**config.mk**
```make
export PLATFORM = sky130hd
export DESIGN_NAME = board_spi_loader_flat
export DESIGN_NICKNAME = d
export VERILOG_FILES = /design/src/rtl/board_spi_loader_if.sv /design/src/rtl/board_spi_loader.sv /design/src/flat_wrapper.sv
export SDC_FILE = /design/constraint.sdc
export NUM_CORES = 1
export LEC_CHECK = 0
export BUFFER_PORTS_ARGS = -buffer_cell sky130_fd_sc_hd__buf_2
export CAP_MARGIN = 0
export CORE_ASPECT_RATIO = 0.5
export CORE_MARGIN = 2
export CORE_UTILIZATION = 50
export DETAILED_ROUTE_END_ITERATION = 10
export GPL_TIMING_DRIVEN = 0
export PLACE_DENSITY = 0.73
export SLEW_MARGIN = 40
export SYNTH_ARGS = -nofsm -noshare
export SYNTH_HDL_FRONTEND = slang
export SYNTH_SLANG_ARGS = --single-unit
export TNS_END_PERCENT = 1
```
**constraint.sdc**
```tcl
create_clock -name clk -period 4.3 [get_ports clk]
set_input_delay 0.86 -clock clk [delete_from_list [all_inputs] [get_ports clk]]
set_output_delay 0.86 -clock clk [all_outputs]
set_load 0.05 [all_outputs]
```
**src/rtl/board_spi_loader_if.sv**
```systemverilog
// rtl/board_spi_loader_if.sv - single-cell write port between the SPI loader and the board core
// Ports (signals of the interface):
//   wr_valid  master->slave  write transaction pending
//   wr_ready  slave->master  core accepts the write this cycle
//   wr_addr   master->slave  cell index {y, x}, LOGW+LOGH bits
//   wr_data   master->slave  new cell state
interface board_spi_loader_if #(
    parameter int LOGW = 6,
    parameter int LOGH = 6
);
    logic                   wr_valid;
    logic                   wr_ready;
    logic [LOGW+LOGH-1:0]   wr_addr;
    logic                   wr_data;

    modport master (
        output wr_valid,
        output wr_addr,
        output wr_data,
        input  wr_ready
    );

    modport slave (
        input  wr_valid,
        input  wr_addr,
        input  wr_data,
        output wr_ready
    );
endinterface

```
**src/rtl/board_spi_loader.sv**
```systemverilog
// rtl/board_spi_loader.sv - SPI mode-0 pattern loader issuing single-cell board writes
// Optional feature macro: BOARD_LOADER_CLEAR_ALL_EN (enables the 0x30 CLEAR_ALL wipe).
// Ports:
//   clk, reset         system clock, synchronous active-high reset
//   spi_sclk/mosi/cs_n asynchronous SPI inputs (sclk <= clk/8)
//   wr                 write port (master side of board_spi_loader_if)
//   hold               asks the core to stay idle while a frame or writes are outstanding
//   err                sticky frame error, cleared on the next cs_n falling edge
// The SET/CLR argument packing assumes 9 <= LOGW+LOGH <= 16.
module board_spi_loader #(
    parameter int SYNC_STAGES = 2,
    parameter int LOGW        = 6,
    parameter int LOGH        = 6
) (
    input  logic                 clk,
    input  logic                 reset,
    input  logic                 spi_sclk,
    input  logic                 spi_mosi,
    input  logic                 spi_cs_n,
    board_spi_loader_if.master   wr,
    output logic                 hold,
    output logic                 err
);
    localparam int AW = LOGW + LOGH;

    typedef enum logic [2:0] {
        S_IDLE, S_CMD, S_ARG, S_ISSUE, S_WIPE, S_DISCARD
    } state_t;

    typedef enum logic [1:0] {C_SET, C_CLR, C_ROW} cmd_t;

    // ---------------- input synchronizers + edge detect ----------------
    logic [SYNC_STAGES-1:0] sclk_sync_q, mosi_sync_q, cs_sync_q;
    logic                   sclk_prev_q, cs_prev_q;

    always_ff @(posedge clk) begin
        if (reset) begin
            sclk_sync_q <= '0;
            mosi_sync_q <= '0;
            cs_sync_q   <= '1;
            sclk_prev_q <= 1'b0;
            cs_prev_q   <= 1'b1;
        end else begin
            sclk_sync_q <= {sclk_sync_q[SYNC_STAGES-2:0], spi_sclk};
            mosi_sync_q <= {mosi_sync_q[SYNC_STAGES-2:0], spi_mosi};
            cs_sync_q   <= {cs_sync_q[SYNC_STAGES-2:0], spi_cs_n};
            sclk_prev_q <= sclk_sync_q[SYNC_STAGES-1];
            cs_prev_q   <= cs_sync_q[SYNC_STAGES-1];
        end
    end

    logic sclk_s, mosi_s, cs_s, sclk_rise, cs_fall;
    assign sclk_s    = sclk_sync_q[SYNC_STAGES-1];
    assign mosi_s    = mosi_sync_q[SYNC_STAGES-1];
    assign cs_s      = cs_sync_q[SYNC_STAGES-1];
    assign sclk_rise = sclk_s & ~sclk_prev_q;
    assign cs_fall   = ~cs_s & cs_prev_q;

    // ---------------- byte assembly ----------------
    // mosi travels through the same synchronizer depth as sclk, so the value
    // seen alongside the synchronized rising edge is the one at the pin edge.
    logic [6:0] sh_q;
    logic [2:0] bit_cnt_q;
    logic       byte_stb;
    logic [7:0] rx_byte;

    always_ff @(posedge clk) begin
        if (reset) begin
            sh_q      <= '0;
            bit_cnt_q <= '0;
        end else if (cs_s) begin
            bit_cnt_q <= '0;
        end else if (sclk_rise) begin
            sh_q      <= {sh_q[5:0], mosi_s};
            bit_cnt_q <= bit_cnt_q + 3'd1;
        end
    end

    assign byte_stb = sclk_rise & ~cs_s & (bit_cnt_q == 3'd7);
    assign rx_byte  = {sh_q, mosi_s};

    // ---------------- command FSM ----------------
    state_t           state_q, state_d;
    cmd_t             cmd_q, cmd_d;
    logic [3:0]       arg_cnt_q, arg_cnt_d;   // ROW: 0 = expecting y, n = data byte n-1 next
    logic [AW-9:0]    arg_hi_q, arg_hi_d;     // useful bits of the first SET/CLR argument
    logic [LOGH-1:0]  row_y_q, row_y_d;
    logic [6:0]       buf_q, buf_d;           // ROW bits not yet presented, MSB next
    logic [2:0]       ptr_q, ptr_d;
    logic             valid_q, valid_d;
    logic [AW-1:0]    addr_q, addr_d;
    logic             data_q, data_d;
    logic             err_q, err_d;
    logic             set_err;
    logic             xfer;
    logic [2:0]       row_k;

    assign xfer  = valid_q & wr.wr_ready;
    assign row_k = 3'(arg_cnt_q - 4'd1);

    always_comb begin
        state_d   = state_q;
        cmd_d     = cmd_q;
        arg_cnt_d = arg_cnt_q;
        arg_hi_d  = arg_hi_q;
        row_y_d   = row_y_q;
        buf_d     = buf_q;
        ptr_d     = ptr_q;
        valid_d   = valid_q;
        addr_d    = addr_q;
        data_d    = data_q;
        set_err   = 1'b0;

        case (state_q)
            S_IDLE: begin
                if (cs_fall) state_d = S_CMD;
            end
            S_CMD: begin
                if (cs_s) begin
                    state_d = S_IDLE;
                end else if (byte_stb) begin
                    arg_cnt_d = '0;
                    case (rx_byte)
                        8'h10: begin cmd_d = C_SET; state_d = S_ARG; end
                        8'h11: begin cmd_d = C_CLR; state_d = S_ARG; end
                        8'h20: begin cmd_d = C_ROW; state_d = S_ARG; end
`ifdef BOARD_LOADER_CLEAR_ALL_EN
                        8'h30: begin
                            state_d = S_WIPE;
                            addr_d  = '0;
                            data_d  = 1'b0;
                            valid_d = 1'b1;
                        end
`endif
                        default: begin
                            set_err = 1'b1;
                            state_d = S_DISCARD;
                        end
                    endcase
                end
            end
            S_ARG: begin
                if (cs_s) begin
                    state_d = S_IDLE;
                end else if (byte_stb) begin
                    if (arg_cnt_q == 4'd0) begin
                        arg_hi_d  = rx_byte[AW-9:0];
                        row_y_d   = rx_byte[LOGH-1:0];
                        arg_cnt_d = 4'd1;
                    end else if (cmd_q == C_ROW) begin
                        addr_d    = {row_y_q, LOGW'({row_k, 3'b000})};
                        data_d    = rx_byte[7];
                        buf_d     = rx_byte[6:0];
                        ptr_d     = '0;
                        valid_d   = 1'b1;
                        arg_cnt_d = arg_cnt_q + 4'd1;
                        state_d   = S_ISSUE;
                    end else begin
                        addr_d  = {arg_hi_q, rx_byte};
                        data_d  = (cmd_q == C_SET);
                        valid_d = 1'b1;
                        state_d = S_ISSUE;
                    end
                end
            end
            S_ISSUE: begin
                // The single issue buffer is busy: a byte arriving now is lost.
                if (byte_stb) set_err = 1'b1;
                if (xfer) begin
                    if (cmd_q == C_ROW && ptr_q != 3'd7) begin
                        ptr_d  = ptr_q + 3'd1;
                        addr_d = addr_q + AW'(1);
                        data_d = buf_q[6];
                        buf_d  = {buf_q[5:0], 1'b0};
                    end else begin
                        valid_d = 1'b0;
                        if (cs_s)
                            state_d = S_IDLE;
                        else if (cmd_q == C_ROW && arg_cnt_q != 4'd9)
                            state_d = S_ARG;
                        else
                            state_d = S_CMD;
                    end
                end
            end
            S_WIPE: begin
`ifdef BOARD_LOADER_CLEAR_ALL_EN
                if (byte_stb) set_err = 1'b1;
                if (xfer) begin
                    if (addr_q == {AW{1'b1}}) begin
                        valid_d = 1'b0;
                        state_d = cs_s ? S_IDLE : S_CMD;
                    end else begin
                        addr_d = addr_q + AW'(1);
                    end
                end
`else
                state_d = S_IDLE;
`endif
            end
            S_DISCARD: begin
                if (cs_s) state_d = S_IDLE;
            end
            default: state_d = S_IDLE;
        endcase

        // A new frame clears the sticky error, but an error in the same cycle wins.
        err_d = err_q;
        if (cs_fall) err_d = 1'b0;
        if (set_err) err_d = 1'b1;
    end

    always_ff @(posedge clk) begin
        if (reset) begin
            state_q   <= S_IDLE;
            cmd_q     <= C_SET;
            arg_cnt_q <= '0;
            arg_hi_q  <= '0;
            row_y_q   <= '0;
            buf_q     <= '0;
            ptr_q     <= '0;
            valid_q   <= 1'b0;
            addr_q    <= '0;
            data_q    <= 1'b0;
            err_q     <= 1'b0;
        end else begin
            state_q   <= state_d;
            cmd_q     <= cmd_d;
            arg_cnt_q <= arg_cnt_d;
            arg_hi_q  <= arg_hi_d;
            row_y_q   <= row_y_d;
            buf_q     <= buf_d;
            ptr_q     <= ptr_d;
            valid_q   <= valid_d;
            addr_q    <= addr_d;
            data_q    <= data_d;
            err_q     <= err_d;
        end
    end

    assign wr.wr_valid = valid_q;
    assign wr.wr_addr  = addr_q;
    assign wr.wr_data  = data_q;
    assign err         = err_q;
    assign hold        = ~cs_s | valid_q | (state_q == S_WIPE);
endmodule

```
**src/flat_wrapper.sv**
```systemverilog
// flat-port wrapper written by rule: the top's interface ports become plain ports
module board_spi_loader_flat 
#(
    parameter int SYNC_STAGES = 2,
    parameter int LOGW        = 6,
    parameter int LOGH        = 6
)
  (clk, reset, spi_sclk, spi_mosi, spi_cs_n, hold, err, wr_wr_valid, wr_wr_addr, wr_wr_data, wr_wr_ready);
  board_spi_loader_if #(.LOGW(LOGW), .LOGH(LOGH)) wr_i ();
  input  logic clk;
  input  logic reset;
  input  logic spi_sclk;
  input  logic spi_mosi;
  input  logic spi_cs_n;
  output logic hold;
  output logic err;
  output wire logic [$bits(wr_i.wr_valid)-1:0] wr_wr_valid;
  output wire logic [$bits(wr_i.wr_addr)-1:0] wr_wr_addr;
  output wire logic [$bits(wr_i.wr_data)-1:0] wr_wr_data;
  input wire logic [$bits(wr_i.wr_ready)-1:0] wr_wr_ready;
  assign wr_wr_valid = wr_i.wr_valid;
  assign wr_wr_addr = wr_i.wr_addr;
  assign wr_wr_data = wr_i.wr_data;
  assign wr_i.wr_ready = wr_wr_ready;
  board_spi_loader #(.SYNC_STAGES(SYNC_STAGES), .LOGW(LOGW), .LOGH(LOGH)) u_core (.clk(clk), .reset(reset), .spi_sclk(spi_sclk), .spi_mosi(spi_mosi), .spi_cs_n(spi_cs_n), .wr(wr_i), .hold(hold), .err(err));
endmodule
```
==> metrics.yaml, run 1 <==
run_status:
  status: "complete, but fails checks"
  violations: "design-rule violations"
routing:
  avgRoutedWirePerCell_um: 16.03
  num_vias: 2827
  drt_first_iter_violations: 289
  drt_first_pass_iters: 8
  drc: 1
  ant_nets: 0
  avgViaCountPerCell: 5.939
  totalWireLength_um: 7629
power_and_ir_drop:
  power.leakage_nw: 1.312
  p_sw_share_pct: 21.85
  p_sw_uw: 268.4
  ir_drop_v: 0.0002627
  power_report.internal_total_uw: 960.0
  p_comb_share_pct: 3.6
  p_seq_share_pct: 44.9
  powerDensity_mw_per_mm2: 356.5
  clock_power_share_pct: 51.4
layout:
  layout-drive-gt1-share_pct: 13.65
  finalInstanceArea_sq_mm: 0.003446
  diodes: 0
  area_growth_pct: 15.47
  final_nets: 413
  nFillCells: 498
  final_util_pct: 61.42
setup_path:
  critPathMaxFanout: 10
  arrival_ps: 1510
  cp-end-kind: "output port"
  start_kind: "flip-flop"
  critPathSlowestCell: "dfxtp_1"
  crit_type: "reg -> out"
  critPathMaxStageDelay_ps: 450
  crit_start: "u_core.cs_sync_q[1]"
  required_ps: 3440
  cp_cell_sequence: "clkbuf_1 -> nand3b_1 -> buf_2"
  r2r-start: "u_core.bit_cnt_q[0]"
clock_tree:
  ctsResizeCount: 0
  htreeDepth: 3
  cts_setup_buffers: 0
  cts_sinks: 58
  path_clk_slew_ps: 50
  cts_buffer_depth: 2
  insertion_delay_ps: 330
  cts_root_buf: "clkbuf_16"
  cts_buffers: 9
  hold_buffers: 0
  tritoncts: "yes"
worst_hold_path:
  hp-start: "u_core.cs_sync_q[0]"
  hold_class: "reg -> reg"
logic_synthesis:
  ys_seq_area_share_pct: 38.91
  synth_async_sr_flop_share_pct: 0
  synth_edf_count: 0
  ys_warn_count: 0
  yosys.cell_types.count: 56
  syn_avg_cell_area_sq_um: 8.153
  postSynthCellCount: 366
  ys.flop_type: "dfxtp_1"
  ys_seq_elements: 58
  syn_nets: 381
  synthesis.area_sq_mm: 0.002984
sta:
  setup_viol: 0
  tightest_slew_ps: 617.0
  setup_tns_ps: 0
  rsz0062_at_grt: "false"
  skew_ps: 6.436
  final.min_clock_period_ps: 2367
  final_hold_viol_count: 0
  fin_ws_ps: 1933
  maxSlewViolCount: 0
  timing.fmax_mhz: 422.6
  final.period_utilization_pct: 55.04
  slew-limit-headroom_pct: 58.87
floorplanning:
  coreArea_sq_mm: 0.005610
  dieArea_sq_mm: 0.006640
  dieHeight_um: 58.63
  die_x_um: 113.3
  initial_core_util_pct: 53.19
  num_io_pins: 22
  rows: 19
global_routing:
  grt_pass1_wl_um: 12410
  grt_overflow: 0
  grt_max_degree: 11
  antenna_found_initial: 0
  grt_pass1_vias: 2557
  grt_usage_pct: 24.56
placed_design:
  place.gp.congestion: 0.8653
  port_buffers: 21
  postPlaceCellArea_sq_mm: 0.003181
  pre_cts_ws_ps: 2121
  dp.final_hpwl_um: 5427
job:
  drv_cap: 0
## logic make-up after synthesis
family / Yosys count / share of synthesized area [%]
multiplexers: 11 / 3.690
buffers and inverters: 26 / 3.941
AND/OR/NAND/NOR: 163 / 28.72
adder cells (fa/ha/maj): 9 / 3.774
XOR/XNOR: 4 / 1.174
AO/OA/AOI/OAI: 95 / 19.79
flip-flops: 58 / 38.91
## critical path, delay by kind of cell (launching register included)
kind                   cells  cell delay [ps]
buffers and inverters      2              590
DFF                        1              450
and+or+nand+nor            1              130
## registers in the layout, summed over array words and instances, names as in the netlist, 3 cells and up
name and count:
u_core.wr.wr_addr 12, u_core.buf_q 7, u_core.sh_q 7, u_core.row_y_q 6, u_core.arg_cnt_q 4, u_core.bit_cnt_q 3, u_core.ptr_q 3, u_core.state_q 3
## power groups by stage
| stage | clock network (mW) | logic, mW | registers, mW |
|---|---|---|---|
| 6_report | 0.632 | 0.0447 | 0.552 |
| 5_1_grt | 0.668 | 0.0480 | 0.551 |
| 4_1_cts | 0.639 | 0.0443 | 0.551 |
| 3_5_place_dp | 0 | 0.0442 | 0.562 |
| 3_3_place_gp | 0 | 0.0433 | 0.561 |
| 2_1_floorplan | 0 | 0.0261 | 0.565 |
## layer usage
| layer | up-vias | track usage [%] | routed length, um |
|---|---|---|---|
| met3 | 13 | 7.930 | 637 |
| met5 | - | 0 | 0 |
| li1 | 1386 | - | - |
| met2 | 115 | 36.61 | 3276 |
| met1 | 1313 | 33.85 | 3632 |
| met4 | 0 | 8.711 | 82 |
## path summary, 6_finish.rpt
check                         to  slack [ps]  cells after the start
max                         hold        1930                      3
min          u_core.cs_sync_q[1]         410                      1
max reg2reg      u_core.buf_q[3]        2140                      8
min reg2reg  u_core.cs_sync_q[1]         410                      1
## area by class of cell
class	instances	area (sq um)	share of cell area, %
Buffer	22	102.6	2.977
Tap cell	73	91.34	2.651
Multi-Input combinational cell	282	1705	49.49
Inverter	4	15.01	0.4357
Timing Repair Buffer	21	105.1	3.050
Clock inverter	3	15.01	0.4357
Clock buffer	13	250.2	7.262
Sequential cell	58	1161	33.70
## stage by stage
| step | hold slack [ps] | cells | total power, mW |
|---|---|---|---|
| after detailed placement | 397.2 | 460 | 0.6058 |
| final | 406.6 | 476 | 1.228 |
| after global placement | 391.5 | 460 | 0.6046 |
| after floorplan | 389.5 | 366 | 0.5907 |
| after global routing | 431.3 | 476 | 1.268 |
| after CTS | 408.8 | 476 | 1.234 |
## layout by cell type, fill, tap and decap left out, types with 2 or more instances in the layout
cell type,netlist,layout
a211oi_1,7,7
a21oi_1,36,36
a311oi_1,7,7
a31oi_1,3,3
and3_1,2,2
buf_2,7,28
clkbuf_1,12,15
clkbuf_16,0,9
clkinv_2,0,3
dfxtp_1,58,58
ha_1,9,9
inv_1,4,4
mux2i_1,11,11
nand2_1,48,48
nand2b_1,7,7
nand3_1,16,16
nand3b_1,3,3
nand4_1,4,4
nor2_1,36,36
nor2b_1,10,10
nor3_1,10,10
nor3b_1,5,5
nor4_1,3,3
nor4b_1,2,2
o211ai_1,2,2
o21ai_0,21,21
o21ai_1,4,4
o21bai_1,2,2
o32ai_1,2,2
or2_2,5,5
xnor2_1,3,3
## cells in the mapped netlist (2+ instances only)
cell | count | area share [%]
dfxtp_1 | 58 | 39
nand2_1 | 48 | 6.0
a21oi_1 | 36 | 6.0
nor2_1 | 36 | 4.5
o21ai_0 | 21 | 3.5
nand3_1 | 16 | 2.7
clkbuf_1 | 12 | 1.5
mux2i_1 | 11 | 3.7
nor2b_1 | 10 | 2.1
nor3_1 | 10 | 1.7
ha_1 | 9 | 3.8
a211oi_1 | 7 | 1.8
a311oi_1 | 7 | 2.1
buf_2 | 7 | 1.2
nand2b_1 | 7 | 1.5
nor3b_1 | 5 | 1.3
or2_2 | 5 | 1.0
inv_1 | 4 | 0.50
nand4_1 | 4 | 0.84
o21ai_1 | 4 | 0.67
a31oi_1 | 3 | 0.63
nand3b_1 | 3 | 0.75
nor4_1 | 3 | 0.63
xnor2_1 | 3 | 0.88
and3_1 | 2 | 0.42
nor4b_1 | 2 | 0.59
o211ai_1 | 2 | 0.50
o21bai_1 | 2 | 0.50
o32ai_1 | 2 | 0.59
(Power assumes the default switching activity.)
==> run 2, diff against run 1 <==
==> constraint.sdc (replaced) <==
create_clock -name clk -period 2.3 [get_ports clk]
set_input_delay 0.46 -clock clk [delete_from_list [all_inputs] [get_ports clk]]
set_output_delay 0.46 -clock clk [all_outputs]
set_load 0.05 [all_outputs]
==> run 2 against run 1 <==
  * The run still ends with design-rule violations left
  * Sequential share of layout area hardly changed
  * Critical path depth increased by 5
  * Die area did not move
  * Sequential power up 87%
  * Register-to-register slack worse by 2000 ps
  * Via count fell by 1.3%
  * Final cell count unchanged
  * Clock skew hardly changed
  * Clock power rose by 87%
  * Clock-buffer cell count stayed put
  * Critical endpoint is now u_core.buf_q[3]
  * Largest power group unchanged
==> metrics.yaml, run 2 (synthesis results as in run 1) <==
run_status:
  violations: "design-rule violations"
  status: "complete, but fails checks"
power_and_ir_drop:
  powerDensity_mw_per_mm2: 664.5  # +86%
  power_report.internal_total_mw: 1.794  # +87%
  p_sw_uw: 496.9  # +85%
  power.leakage_nw: 1.313  # about the same
  ir_drop_v: 0.0004870  # +85%
  p_comb_share_pct: 3.7  # about the same
  clock_power_share_pct: 51.3  # about the same
  p_sw_share_pct: 21.69  # -0.16 points
  p_seq_share_pct: 45.0  # about the same
sta:
  slew-limit-headroom_pct: 57.79  # -1.1 points
  tightest_slew_ps: 633.1  # +16.16 ps
  hold_ws_ps: 313.5  # -93.12 ps
  setup_viol: 0  # unchanged
  maxSlewViolCount: 0  # unchanged
  setup_tns_ps: 0  # unchanged
  fin_ws_ps: 175.3  # -1758 ps
  final.period_utilization_pct: 92.38
  final_hold_viol_count: 0  # unchanged
  rsz0062_at_grt: "false"
  skew_ps: 6.016  # -0.4203 ps
  timing.fmax_mhz: 470.6
  final.min_clock_period_ps: 2125
setup_path:
  worstRegToRegCells: 8  # unchanged
  crit_start: "u_core.bit_cnt_q[0]"
  critPathMaxFanout: 10  # unchanged
  critPathMaxStageDelay_ps: 360  # -90 ps
  crit_type: "reg -> reg"
  required_ps: 2520  # -920 ps
  r2r-start: "u_core.bit_cnt_q[0]"
  arrival_ps: 2340  # +830 ps
  worst-r2r-setup-slack_ps: 180  # -1960 ps
  critPathMostFrequentCell: "ha_1"
  r2r-end: "u_core.buf_q[3]"
  critPathSlowestCell: "nor3_4"
  start_kind: "flip-flop"
  cp-end-kind: "flip-flop"
  cp_cell_sequence: "ha_1 -> ha_1 -> nand4bb_1 -> nor3_4 -> a21o_4 -> buf_6 -> nor2_1 -> a311oi_1"
routing:
  avgRoutedWirePerCell_um: 16.00  # -0.16%
  num_vias: 2790  # -1.3%
  totalWireLength_um: 7617  # -0.16%
  avgViaCountPerCell: 5.861  # -1.3%
  drc: 1  # unchanged
  drt_first_iter_violations: 243  # -16%
  ant_nets: 0  # unchanged
  drt_first_pass_iters: 8  # unchanged
global_routing:
  grt_pass1_vias: 2557  # unchanged
  grt_pass1_wl_um: 12410  # unchanged
  antenna_found_initial: 0  # unchanged
  grt_max_degree: 11  # unchanged
  grt_overflow: 0  # unchanged
  grt_usage_pct: 24.56  # unchanged
clock_tree:
  cts_buffers: 9  # unchanged
  path_clk_slew_ps: 50  # about the same
  cts_sinks: 58  # unchanged
  tritoncts: "yes"
  cts_setup_buffers: 0  # unchanged
  cts_root_buf: "clkbuf_16"
  insertion_delay_ps: 330  # about the same
  htreeDepth: 3  # unchanged
  cts_buffer_depth: 2  # unchanged
layout:
  area_growth_pct: 15.56  # about the same
  finalInstanceArea_sq_mm: 0.003448  # about the same
  final_util_pct: 61.46  # about the same
  layout_commonest_cell: "dfxtp_1"
  diodes: 0  # unchanged
  final_cell_mix: "58 x dfxtp_1, 48 x nand2_1, 36 x a21oi_1"
  largest_register_ff_count: 12  # unchanged
  layout-drive-gt1-share_pct: 13.90  # +0.25 points
  final_nets: 413  # unchanged
placed_design:
  port_buffers: 21  # unchanged
  dp.final_hpwl_um: 5427  # unchanged
  place.gp.congestion: 0.8653  # unchanged
  postPlaceCellArea_sq_mm: 0.003181  # unchanged
  pre_cts_ws_ps: 132.5  # -1988 ps
floorplanning:
  die_x_um: 113.3  # unchanged
  dieHeight_um: 58.63  # unchanged
  dieArea_sq_mm: 0.006640  # unchanged
  num_io_pins: 22  # unchanged
  initial_core_util_pct: 53.19  # unchanged
  rows: 19  # unchanged
  coreArea_sq_mm: 0.005610  # unchanged
worst_hold_path:
  hp-start: "spi_cs_n"
  hold_end: "u_core.cs_sync_q[0]"
  hold_class: "in -> reg"
  holdPathStages: 2  # +1
job:
  drv_cap: 0  # unchanged
[run 2: cell counts in the layout (fill, tap and decap cells not counted)]
No cell type changed its count.
[run 2: power by group through the flow]
stage / Combinational [mW] / Sequential, mW / Clock (mW)
after floorplan: 0.0489 / 1.06 / 0
after global placement: 0.0809 / 1.05 / 0
after detailed placement: 0.0827 / 1.05 / 0
after CTS: 0.0828 / 1.03 / 1.19
after global routing: 0.0897 / 1.03 / 1.25
final: 0.0839 / 1.03 / 1.18
[run 2: how the worst max path moves through the flow]
stage / to / slack (ps) / depth (start not counted)
after floorplan: u_core.wr.wr_addr[10] / 460 / 6
after global placement: u_core.wr.wr_data / 250 / 7
after detailed placement: u_core.buf_q[3] / 130 / 8
after CTS: u_core.buf_q[3] / 120 / 8
after global routing: u_core.buf_q[3] / 40 / 8
final: u_core.buf_q[3] / 180 / 8
[run 2: per-layer routing]
layer | wire, um | up-vias | share of wire, % | global-route usage, %
li1 | - | 1384 | - | -
met1 | 3621 | 1296 | 48 | 33.85
met2 | 3317 | 102 | 44 | 36.61
met3 | 631 | 8 | 8.3 | 7.930
met4 | 47 | 0 | 0.62 | 8.711
met5 | 0 | - | 0 | 0
[run 2: stage by stage]
stage               power (mW)  std cells
finish                   2.291        476
global route             2.370        476
CTS                      2.307        476
detailed placement       1.133        460
global placement         1.130        460
floorplan                1.104        366
[run 2: final cells by class]
cell class	instances	area, sq um
inverter	4	15.01
fill	497	2162
tap	73	91.34
timing repair buffer	21	105.1
clock buffer	13	250.2
multi-input combinational	282	1708
clock inverter	3	15.01
buffer	22	102.6
sequential	58	1161
[run 2: repair_timing]
item	CTS	global route
hold buffers	0	0
resized for setup	0	1
endpoints found under the setup margin	0	5
[run 2: critical path: cells and delay by family, from the launching register on]
kind | cells | cell delay (ps)
buffers and inverters | 1 | 130
adders and majority gates | 2 | 340
DFF | 1 | 340
AOI/OAI and AO/OA | 2 | 480
and+or+nand+nor | 3 | 710
==> run 3, diff against run 2 <==
--- a/config.mk
+++ b/config.mk
@@ -12,7 +12,7 @@
 export CORE_UTILIZATION = 50
 export DETAILED_ROUTE_END_ITERATION = 10
 export GPL_TIMING_DRIVEN = 0
-export PLACE_DENSITY = 0.73
+export PLACE_DENSITY_LB_ADDON = 0.12
 export SLEW_MARGIN = 40
 export SYNTH_ARGS = -nofsm -noshare
 export SYNTH_HDL_FRONTEND = slang
==> run 3 against run 2 <==
  * The run still ends with design-rule violations left
  * Global-route usage rose by 0.31 points
  * Routed wire length fell by 0.17%
  * Clock-buffer cell count did not move
  * Worst hold slack improved by 6.0 ps
  * Final cell count did not move
  * Largest cell class unchanged
  * Largest power group unchanged
==> metrics.yaml, run 3 (synthesis results as in run 1) <==
run_status:
  status: "complete, but fails checks"
  violations: "design-rule violations"
power_and_ir_drop:
  power_mw: 2.378  # +3.8%
  power.leakage_nw: 1.316  # +0.25%
  powerDensity_mw_per_mm2: 687.1  # +3.4%
  ir_drop_v: 0.0004114  # -16%
layout:
  diodes: 0  # unchanged
  layout-drive-gt1-share_pct: 13.40  # -0.50 points
  nFillCells: 504  # +1.4%
  area_growth_pct: 15.97
  final_nets: 413  # unchanged
  largest_register_ff_count: 12  # unchanged
  final_cell_mix: "58 x dfxtp_1, 48 x nand2_1, 36 x nor2_1, 36 x a21oi_1, 28 x buf_2"
  layout_commonest_cell: "dfxtp_1"
  final_util_pct: 61.69  # +0.22 points
routing:
  drt_first_iter_violations: 333  # +37%
  drt_first_pass_iters: 8  # unchanged
  avgRoutedWirePerCell_um: 15.97  # -0.17%
  ant_nets: 0  # unchanged
  avgViaCountPerCell: 6.011  # +2.5%
  drc: 4  # +3
  num_vias: 2861  # +2.5%
  totalWireLength_um: 7604  # -0.17%
floorplanning:
  dieArea_sq_mm: 0.006640  # unchanged
  dieHeight_um: 58.63  # unchanged
  die_x_um: 113.3  # unchanged
  initial_core_util_pct: 53.19  # unchanged
  rows: 19  # unchanged
  num_io_pins: 22  # unchanged
  coreArea_sq_mm: 0.005610  # unchanged
clock_tree:
  htreeDepth: 3  # unchanged
  cts_sinks: 58  # unchanged
  ctsResizeCount: 0  # unchanged
  cts_buffer_depth: 2  # unchanged
  tritoncts: "yes"
  cts_buffers: 9  # unchanged
  cts_root_buf: "clkbuf_16"
  insertion_delay_ps: 330  # about the same
  hold_buffers: 0  # unchanged
  path_clk_slew_ps: 50  # about the same
  cts_setup_buffers: 0  # unchanged
placed_design:
  pre_cts_ws_ps: 140.1  # +7.585 ps
  place.gp.congestion: 0.8523  # -1.5%
  port_buffers: 21  # unchanged
  dp.final_hpwl_um: 5404  # -0.42%
sta:
  maxSlewViolCount: 0  # unchanged
  final.period_utilization_pct: 93.10  # +0.72 points
  fin_ws_ps: 158.7  # -16.52 ps
  hold_ws_ps: 319.5  # +6.037 ps
  rsz0062_at_grt: "false"
  setup_tns_ps: 0  # unchanged
  setup_viol: 0  # unchanged
  timing.fmax_mhz: 467.0  # -0.77%
  final_hold_viol_count: 0  # unchanged
  slew-limit-headroom_pct: 56.73  # -1.1 points
  skew_ps: 5.663  # -0.3525 ps
  final.min_clock_period_ps: 2141  # +16.52 ps
  tightest_slew_ps: 649.0  # +15.91 ps
setup_path:
  cp-end-kind: "flip-flop"
  start_kind: "flip-flop"
  worstRegToRegCells: 8  # unchanged
  critPathMaxFanout: 10  # unchanged
  r2r-start: "u_core.bit_cnt_q[0]"
  crit_type: "reg -> reg"
  r2r-end: "u_core.buf_q[3]"
  worst-r2r-setup-slack_ps: 160  # -20 ps
  arrival_ps: 2360  # +20 ps
  required_ps: 2520  # about the same
worst_hold_path:
  hp-start: "spi_cs_n"
  holdPathStages: 2  # unchanged
  hold_end: "u_core.cs_sync_q[0]"
  hold_class: "in -> reg"
global_routing:
  grt_usage_pct: 24.88  # +0.31 points
  grt_max_degree: 11  # unchanged
  met2_usage_pct: 37.90  # +1.3 points
  grt_overflow: 0  # unchanged
  grtUsageMet1_pct: 33.57  # -0.28 points
  antenna_found_initial: 0  # unchanged
  grt_pass1_wl_um: 12520  # +0.83%
  busiest_layer: "met2"
  grt_util_met3_pct: 8.651  # +0.72 points
  grt_pass1_vias: 2567  # +0.39%
job:
  drv_cap: 0  # unchanged
## run 3: cell types whose count changed in the layout (fill, tap and decap cells not counted)
cell       change
clkinv_2       -1
nor2_2         -1
bufinv_16      +1
clkbuf_1       +1
clkbuf_8       -1
nor2_1         +1
## run 3: critical path: stages, from the launching register on
cell and delay [ps]:
dfxtp_1 340, ha_1 150, ha_1 190, nand4bb_1 330, nor3_4 370, a21o_4 190, buf_6 130, nor2_1 40
a311oi_1 290
## run 3: report_power, final
part | switching, mW | internal (mW) | leakage [nW]
logic | 0.0556 | 0.0273 | 0.710
clock network | 0.431 | 0.833 | 0.138
registers | 0.0131 | 1.02 | 0.469
total | 0.500 | 1.88 | 1.32
## run 3: per-stage QoR
step | cells | area [sq um]
CTS | 476 | 3461
floorplan | 366 | 2984
global placement | 460 | 3181
finish | 476 | 3461
global route | 476 | 3461
detailed placement | 460 | 3181
## run 3: worst max-delay path by stage
| stage | endpoint | slack [ps] | cells past startpoint | startpoint |
|---|---|---|---|---|
| 2_1_floorplan | u_core.wr.wr_addr[10] | 460 | 6 | u_core.wr.wr_addr[0] |
| 3_3_place_gp | u_core.wr.wr_data | 210 | 7 | u_core.bit_cnt_q[0] |
| 3_5_place_dp | u_core.buf_q[3] | 140 | 8 | u_core.bit_cnt_q[0] |
| 4_1_cts | u_core.buf_q[3] | 120 | 8 | u_core.bit_cnt_q[0] |
| 5_1_grt | u_core.wr.wr_addr[5] | 9 | 7 | u_core.arg_cnt_q[0] |
| 6_report | u_core.buf_q[3] | 160 | 8 | u_core.bit_cnt_q[0] |
## run 3: cell type report
class	count	area, sq um	share of cell area [%]
Inverter	4	15.01	0.4338
Timing Repair Buffer	21	105.1	3.037
Clock buffer	13	240.2	6.941
Sequential cell	58	1161	33.55
Buffer	22	102.6	2.965
Tap cell	73	91.34	2.639
Multi-Input combinational cell	282	1705	49.28
Clock inverter	3	40.04	1.157
## run 3: metal layers
layer / vias to the layer above / share of wire [%]
met5: - / 0
met4: 0 / 1.3
met3: 15 / 7.8
met2: 109 / 43
met1: 1359 / 48
li1: 1378 / -
